**src/rtl/fetch_ctrl_pkg.sv**
```systemverilog
`default_nettype none
// ============================================================================
//  Module      : fetch_ctrl_pkg
//  Description : Shared state encoding, PC-source select codes and hazard
//                helper functions for the IF/ID front-end control sequencer.
//                The datapath 3:1 PC mux decodes the same PCSRC_* codes.
//  Revision    : 1.0 - initial release
// ============================================================================
package fetch_ctrl_pkg;

    // Sequencer states; 2'b11 is unused and recovers to BOOT.
    typedef enum logic [1:0] {
        ST_BOOT = 2'd0,
        ST_RUN  = 2'd1,
        ST_WAIT = 2'd2
    } fetch_state_t;

    // PC mux select codes shared with the fetch datapath.
    localparam logic [1:0] PCSRC_PLUS4  = 2'b00;  // sequential PC+4
    localparam logic [1:0] PCSRC_TARGET = 2'b01;  // PCTargetE (JAL / taken branch)
    localparam logic [1:0] PCSRC_JALR   = 2'b10;  // {ALUResultE[31:1],1'b0}

    // Redirect source selection; JALR wins over JAL/branch.
    function automatic logic [1:0] pcsrc_select(
        input logic jalr,
        input logic jump,
        input logic branch,
        input logic taken
    );
        if (jalr) begin
            return PCSRC_JALR;
        end else if (jump | (branch & taken)) begin
            return PCSRC_TARGET;
        end else begin
            return PCSRC_PLUS4;
        end
    endfunction

    // A load in E feeding a source of D; x0 never creates a dependency.
    function automatic logic load_use_hazard(
        input logic       load,
        input logic [4:0] rd,
        input logic [4:0] rs1,
        input logic [4:0] rs2
    );
        return load & (rd != 5'd0) & ((rd == rs1) | (rd == rs2));
    endfunction

endpackage : fetch_ctrl_pkg
`default_nettype wire

```
**src/rtl/fetch_hazard_sequencer_sat_counter.sv**
```systemverilog
`default_nettype none
// ============================================================================
//  Module      : sat_counter
//  Description : Up counter with synchronous clear that pins at all-ones
//                instead of wrapping. AtMax flags the pinned value.
//  Revision    : 1.0 - initial release
// ============================================================================
module sat_counter #(
    parameter int W = 16
) (
    input  logic         CLK,
    input  logic         RST,
    input  logic         Inc,
    input  logic         Clr,
    output logic [W-1:0] Q,
    output logic         AtMax
);

    logic [W-1:0] r_q;
    logic         w_at_max;

    assign w_at_max = &r_q;

    // Count register: clear has priority, increment holds once all-ones.
    always_ff @(posedge CLK or posedge RST) begin
        if (RST) begin
            r_q <= '0;
        end else if (Clr) begin
            r_q <= '0;
        end else if (Inc && !w_at_max) begin
            r_q <= r_q + {{(W-1){1'b0}}, 1'b1};
        end
    end

    assign Q     = r_q;
    assign AtMax = w_at_max;

endmodule : sat_counter
`default_nettype wire

```
**src/rtl/fetch_hazard_sequencer.sv**
```systemverilog
`default_nettype none
// ============================================================================
//  Module      : fetch_hazard_sequencer
//  Description : IF/ID front-end control. Holds the pipe for a boot window
//                after reset, bubbles load-use hazards, resolves E-stage
//                redirects, absorbs instruction-memory wait states and raises
//                a sticky fetch-timeout flag. Hazard outputs are combinational
//                from the registered state and the current inputs.
//  Revision    : 1.0 - initial release
// ============================================================================
module fetch_hazard_sequencer
    import fetch_ctrl_pkg::*;
#(
    parameter int BOOT_CYCLES = 4,     // 1..255
    parameter int TIMEOUT     = 1024,  // 2..65535
    parameter int CNT_W       = 16
) (
    input  logic             CLK,
    input  logic             RST,
    input  logic [4:0]       Rs1D,
    input  logic [4:0]       Rs2D,
    input  logic [4:0]       RdE,
    input  logic             LoadE,
    input  logic             JumpE,
    input  logic             JalrE,
    input  logic             BranchE,
    input  logic             TakenE,
    input  logic             ImemReady,
    output logic             StallF,
    output logic             StallD,
    output logic             FlushD,
    output logic             FlushE,
    output logic [1:0]       PCSrcE,
    output logic             Booting,
    output logic             ImemTimeout,
    output logic [CNT_W-1:0] StallCount
);

    localparam int         TO_W      = 16;
    localparam logic [7:0] BOOT_LAST = 8'(BOOT_CYCLES - 1);
    localparam logic [TO_W-1:0] TO_LAST = TO_W'(TIMEOUT - 1);

    fetch_state_t r_state;
    logic [7:0]   r_boot_cnt;
    logic         r_timeout;

    logic         w_booting;
    logic [1:0]   w_pcsrc;
    logic         w_redirect;
    logic         w_load_use;
    logic         w_stall_f;
    logic         w_stall_d;
    logic         w_flush_d;
    logic         w_flush_e;

    logic         w_to_inc;
    logic         w_to_clr;
    logic [TO_W-1:0] w_to_q;
    logic         w_to_at_max;
    logic         w_to_expired;

    logic         w_sc_inc;
    logic         w_sc_at_max;

    assign w_booting  = (r_state == ST_BOOT);
    assign w_pcsrc    = w_booting ? PCSRC_PLUS4
                                  : pcsrc_select(JalrE, JumpE, BranchE, TakenE);
    assign w_redirect = (w_pcsrc != PCSRC_PLUS4);
    assign w_load_use = load_use_hazard(LoadE, RdE, Rs1D, Rs2D);

    // Hazard priority: boot hold, redirect, imem wait, load-use, free-run.
    always_comb begin
        w_stall_f = 1'b0;
        w_stall_d = 1'b0;
        w_flush_d = 1'b0;
        w_flush_e = 1'b0;
        if (w_booting) begin
            w_stall_f = 1'b1;
            w_stall_d = 1'b1;
            w_flush_d = 1'b1;
            w_flush_e = 1'b1;
        end else if (w_redirect) begin
            // PC takes the target even while imem is stalled.
            w_flush_d = 1'b1;
            w_flush_e = 1'b1;
        end else if (!ImemReady || w_load_use) begin
            w_stall_f = 1'b1;
            w_stall_d = 1'b1;
            w_flush_e = 1'b1;
        end
    end

    // Wait-state counting starts with the first not-ready cycle (the RUN
    // cycle that enters WAIT), so TIMEOUT counts consecutive not-ready cycles.
    assign w_to_inc     = !w_booting && !ImemReady && !w_redirect;
    assign w_to_clr     = w_redirect || ImemReady;
    assign w_to_expired = (w_to_q == TO_LAST) || w_to_at_max;

    sat_counter #(
        .W (TO_W)
    ) u_timeout_cnt (
        .CLK   (CLK),
        .RST   (RST),
        .Inc   (w_to_inc),
        .Clr   (w_to_clr),
        .Q     (w_to_q),
        .AtMax (w_to_at_max)
    );

    // Stall cycles outside the boot window; gating at max keeps it quiet once pinned.
    assign w_sc_inc = !w_booting && w_stall_f && !w_sc_at_max;

    sat_counter #(
        .W (CNT_W)
    ) u_stall_cnt (
        .CLK   (CLK),
        .RST   (RST),
        .Inc   (w_sc_inc),
        .Clr   (1'b0),
        .Q     (StallCount),
        .AtMax (w_sc_at_max)
    );

    // Sequencer state, boot window counter and sticky timeout flag.
    always_ff @(posedge CLK or posedge RST) begin
        if (RST) begin
            r_state    <= ST_BOOT;
            r_boot_cnt <= 8'd0;
            r_timeout  <= 1'b0;
        end else begin
            case (r_state)
                ST_BOOT: begin
                    if (r_boot_cnt == BOOT_LAST) begin
                        r_state <= ST_RUN;
                    end else begin
                        r_boot_cnt <= r_boot_cnt + 8'd1;
                    end
                end
                ST_RUN: begin
                    if (!ImemReady && !w_redirect) begin
                        r_state <= ST_WAIT;
                    end
                end
                ST_WAIT: begin
                    // A redirect while waiting keeps WAIT; only a ready fetch leaves.
                    if (ImemReady) begin
                        r_state <= ST_RUN;
                    end
                end
                default: begin
                    r_state <= ST_BOOT;
                end
            endcase
            if (w_to_inc && w_to_expired) begin
                r_timeout <= 1'b1;
            end
        end
    end

    assign StallF      = w_stall_f;
    assign StallD      = w_stall_d;
    assign FlushD      = w_flush_d;
    assign FlushE      = w_flush_e;
    assign PCSrcE      = w_pcsrc;
    assign Booting     = w_booting;
    assign ImemTimeout = r_timeout;

endmodule : fetch_hazard_sequencer
`default_nettype wire
```
**config.mk**
```make
export PLATFORM = sky130hd
export DESIGN_NAME = fetch_hazard_sequencer
export DESIGN_NICKNAME = d
export VERILOG_FILES = /design/src/rtl/fetch_ctrl_pkg.sv /design/src/rtl/fetch_hazard_sequencer_sat_counter.sv /design/src/rtl/fetch_hazard_sequencer.sv
export SDC_FILE = /design/constraint.sdc
export NUM_CORES = 1
export LEC_CHECK = 0
export BUFFER_PORTS_ARGS = -buffer_cell sky130_fd_sc_hd__buf_2
export CAP_MARGIN = 0
export CORE_MARGIN = 2
export CORE_UTILIZATION = 50
export DETAILED_ROUTE_END_ITERATION = 8
export HOLD_SLACK_MARGIN = 0.03
export MAX_ROUTING_LAYER = met4
export PLACE_DENSITY = 0.75
export RECOVER_POWER = 100
export SLEW_MARGIN = 20
export SYNTH_ARGS = -nofsm -noshare
export SYNTH_HDL_FRONTEND = slang
export SYNTH_HIERARCHICAL = 1
export SYNTH_SLANG_ARGS = --single-unit
```
**constraint.sdc**
```tcl
create_clock -name CLK -period 5.5 [get_ports CLK]
set_input_delay 1.1 -clock CLK [delete_from_list [all_inputs] [get_ports CLK]]
set_output_delay 1.1 -clock CLK [all_outputs]
set_load 0.02 [all_outputs]
```
==> out/metrics.yaml <==
switchingPower_mw: 0.2400
cp.arrival_ps: 3790
synth_nets: 302
r2r_slack_ps: 2520
final_nets: 350
grt_pass1_vias: 2194
yosys.area.top_type: "dfrtp_1"
yosysWarnings: 6
tns_ps: 0
synth.top_cell.area_share: 0.3998
power_frac_seq: 0.511
ctsLongestPathBuffers: 2
io_pins: 47
hold_end: "ImemTimeout$_DFFE_PP0P_"
peakVddDrop_v: 0.0002300
htreeDepth: 2
cts-hold-fix-buffers: 0
p_leak_nw: 1.222
antenna_found_initial: 0
crit_top_cell: "o21ai_0"
critical_path_peak_fanout: 5
syn2layout_area_growth_pct: 9.531
drc: 0
min_period_ps: 3620
synth_top_flop_cell: "dfrtp_1"
r2r_cells: 8
synthTopCellsByArea: "dfrtp_1 40%, xor2_1 4.2%, nor2_1 4.0%, xnor2_1 3.3%, nand4_4 3.2%"
postCtsSetupBuffers: 0
synth.ff_latch_count: 43
numPortBuffers: 46
setup_violations: 0
wl_per_cell_um: 13.85
tightest_slew_ps: 1522
worstSetupPathType: "primary input to flop"
min_from: "ImemTimeout$_DFFE_PP0P_"
syn-cell-area_um2: 2691
cts_sinks: 43
viasPerCell: 5.723
rr_endpoint: "u_stall_cnt/Q[13]$_DFFE_PP0P_"
p_comb_frac: 0.229
die_y_um: 77.37
fp-row-count: 26
track_usage: 0.2010
vias: 2255
p_clk_frac: 0.260
synthCells: 276
intPower_mw: 0.5147
antennaDiodeCount: 0
rsz0062_at_grt: "false"
clock.fmax_mhz: 276.3
whs_path_depth: 1
cts_tree: "done"
hpwl_um: 4066
relSlewSlack: -0.02807
critPathRequiredTime_ps: 5670
slew_violations: 22
yosysSeqAreaShare: 0.3998
drt_first_iter_violations: 77
violations: "capacitance limit, slew limit"
path_clk_slew_ps: 80
power_switching_share: 0.3179
fin_area_um2: 2948
hold_viol_final: 0
syn_area_per_cell_um2: 9.751
start_kind: "primary input"
cts_resized: 0
numCtsBuffers: 5
initial_core_util: 0.5236
ant_nets: 0
async_flop_share: 1.000
clock_skew_ps: 3.714
first_pass_iters: 4
die-area_um2: 5985
synth_edf_count: 0
drive_gt1_frac: 0.1451
coreArea_um2: 5140
status: "finished, violations left"
synthTopCellsByCount: "43 x dfrtp_1, 29 x nor2_1, 15 x a21oi_1, 14 x inv_1, 13 x xor2_1"
cellPowerDensity_nw_per_um2: 256.0
cpPeakStageDelay_ps: 440
crit_path_end_kind: "flop"
fin_util: 0.5735
maxCapViolations: 2
critPathSlowestCell: "a211oi_1"
r2r-start: "u_stall_cnt/Q[0]$_DFFE_PP0P_"
totalWireLength_um: 5455
ys_types: 47
gr-total-overflow: 0
hold_class: "flop to flop"
place_area_um2: 2969
grt_max_degree: 19
cts_root_buffer: "clkbuf_8"
routabilityCongestion: 0.8020
clock_latency_ps: 280
grt_first_pass_wirelength_um: 9639
synth.most_common_cell: "dfrtp_1"
post-route-period-util: 0.6581
crit_chain: "clkbuf_1 -> a211oi_1 -> o21ai_0 -> or3_1 -> o21ai_0 -> nand4_1 -> nor4b_1 -> mux2_2"
die_w_um: 77.37
## cells by family (layout without fill, tap and decap cells)
family                     after synthesis  in the layout  synth area share
AOI/OAI and AO/OA                       53             53            0.1539
xor gates and xnor gates                23             23           0.07485
adders and majority gates                3              3           0.01395
buffers and inverters                   19             67           0.03440
DFF                                     43             43            0.3998
muxes                                    7              7           0.02836
other                                    1              1          0.001393
and+or+nand+nor                        127            127            0.2933
## area by class of cell
type	count	area (µm²)
flip-flops and latches	43	1076
multi-input cells	214	1446
repair buffers	46	197.7
clock inverters	1	5.005
fillers	509	2192
clock buffers	6	82.58
inverters	14	52.55
well taps	70	87.58
## metrics by stage
step,power (mW),hold slack (ps),setup slack [ps],cells
floorplan,0.5306,446.6,1926,276
global placement,0.5740,437.5,2110,387
detailed placement,0.5787,445.1,2084,387
CTS,0.7790,464.7,2084,394
global route,0.8044,473.7,1525,394
finish,0.7547,459.3,1880,394
## routing by layer
metal,vias to the layer above,GRT usage,routed length [µm]
li1,1123,-,-
met1,1082,0.2586,2625
met2,48,0.3226,2595
met3,2,0.04419,206
met4,0,0.05536,27
met5,-,-,0
## cell usage in the layout, fill, tap and decap left out, types with 3 or more instances in the layout
cell type	count
or3_2	6
inv_1	14
nor2_1	30
ha_1	3
nor2b_1	7
buf_2	20
nor3_1	11
o31ai_1	6
and4_1	6
nand4_4	4
clkbuf_8	6
dfrtp_1	43
nand2_1	12
clkbuf_1	26
a21oi_1	15
nand4_1	9
nor4_1	7
nor4b_1	3
and3_1	5
a211oi_1	7
o21ai_0	11
mux2_2	4
or4_1	7
nand3_1	11
xor2_1	13
xnor2_1	10
## critical path: cells and delay by family
family,cells,cell delay (ps)
AOI/OAI and AO/OA,3,1150
and+or+nand+nor,3,1070
muxes,1,370
buffers and inverters,1,90
## worst max path at each step
stage | from | to | slack [ps] | cells past startpoint
after floorplan | BranchE | StallF | 1930 | 5
after global placement | RdE[1] | StallF | 2110 | 6
after detailed placement | RdE[1] | StallD | 2080 | 6
after CTS | RdE[1] | StallD | 2080 | 6
after global routing | BranchE | u_stall_cnt/Q[3]$_DFFE_PP0P_ | 1530 | 8
final | BranchE | u_stall_cnt/Q[13]$_DFFE_PP0P_ | 1880 | 8
## sequential cells by signal, summed over array words and instances, names as in the netlist
signal           cells
u_timeout_cnt/Q     16
r_boot_cnt           8
r_state              2
u_stall_cnt/Q       16
ImemTimeout          1
## power groups by stage
stage / Sequential [mW] / Clock (mW) / Combinational [mW]
3_5_place_dp: 0.391 / 0 / 0.187
3_3_place_gp: 0.391 / 0 / 0.183
6_report: 0.385 / 0.196 / 0.173
4_1_cts: 0.386 / 0.205 / 0.188
5_1_grt: 0.391 / 0.221 / 0.193
2_1_floorplan: 0.383 / 0 / 0.147
(Power assumes the default switching activity.)
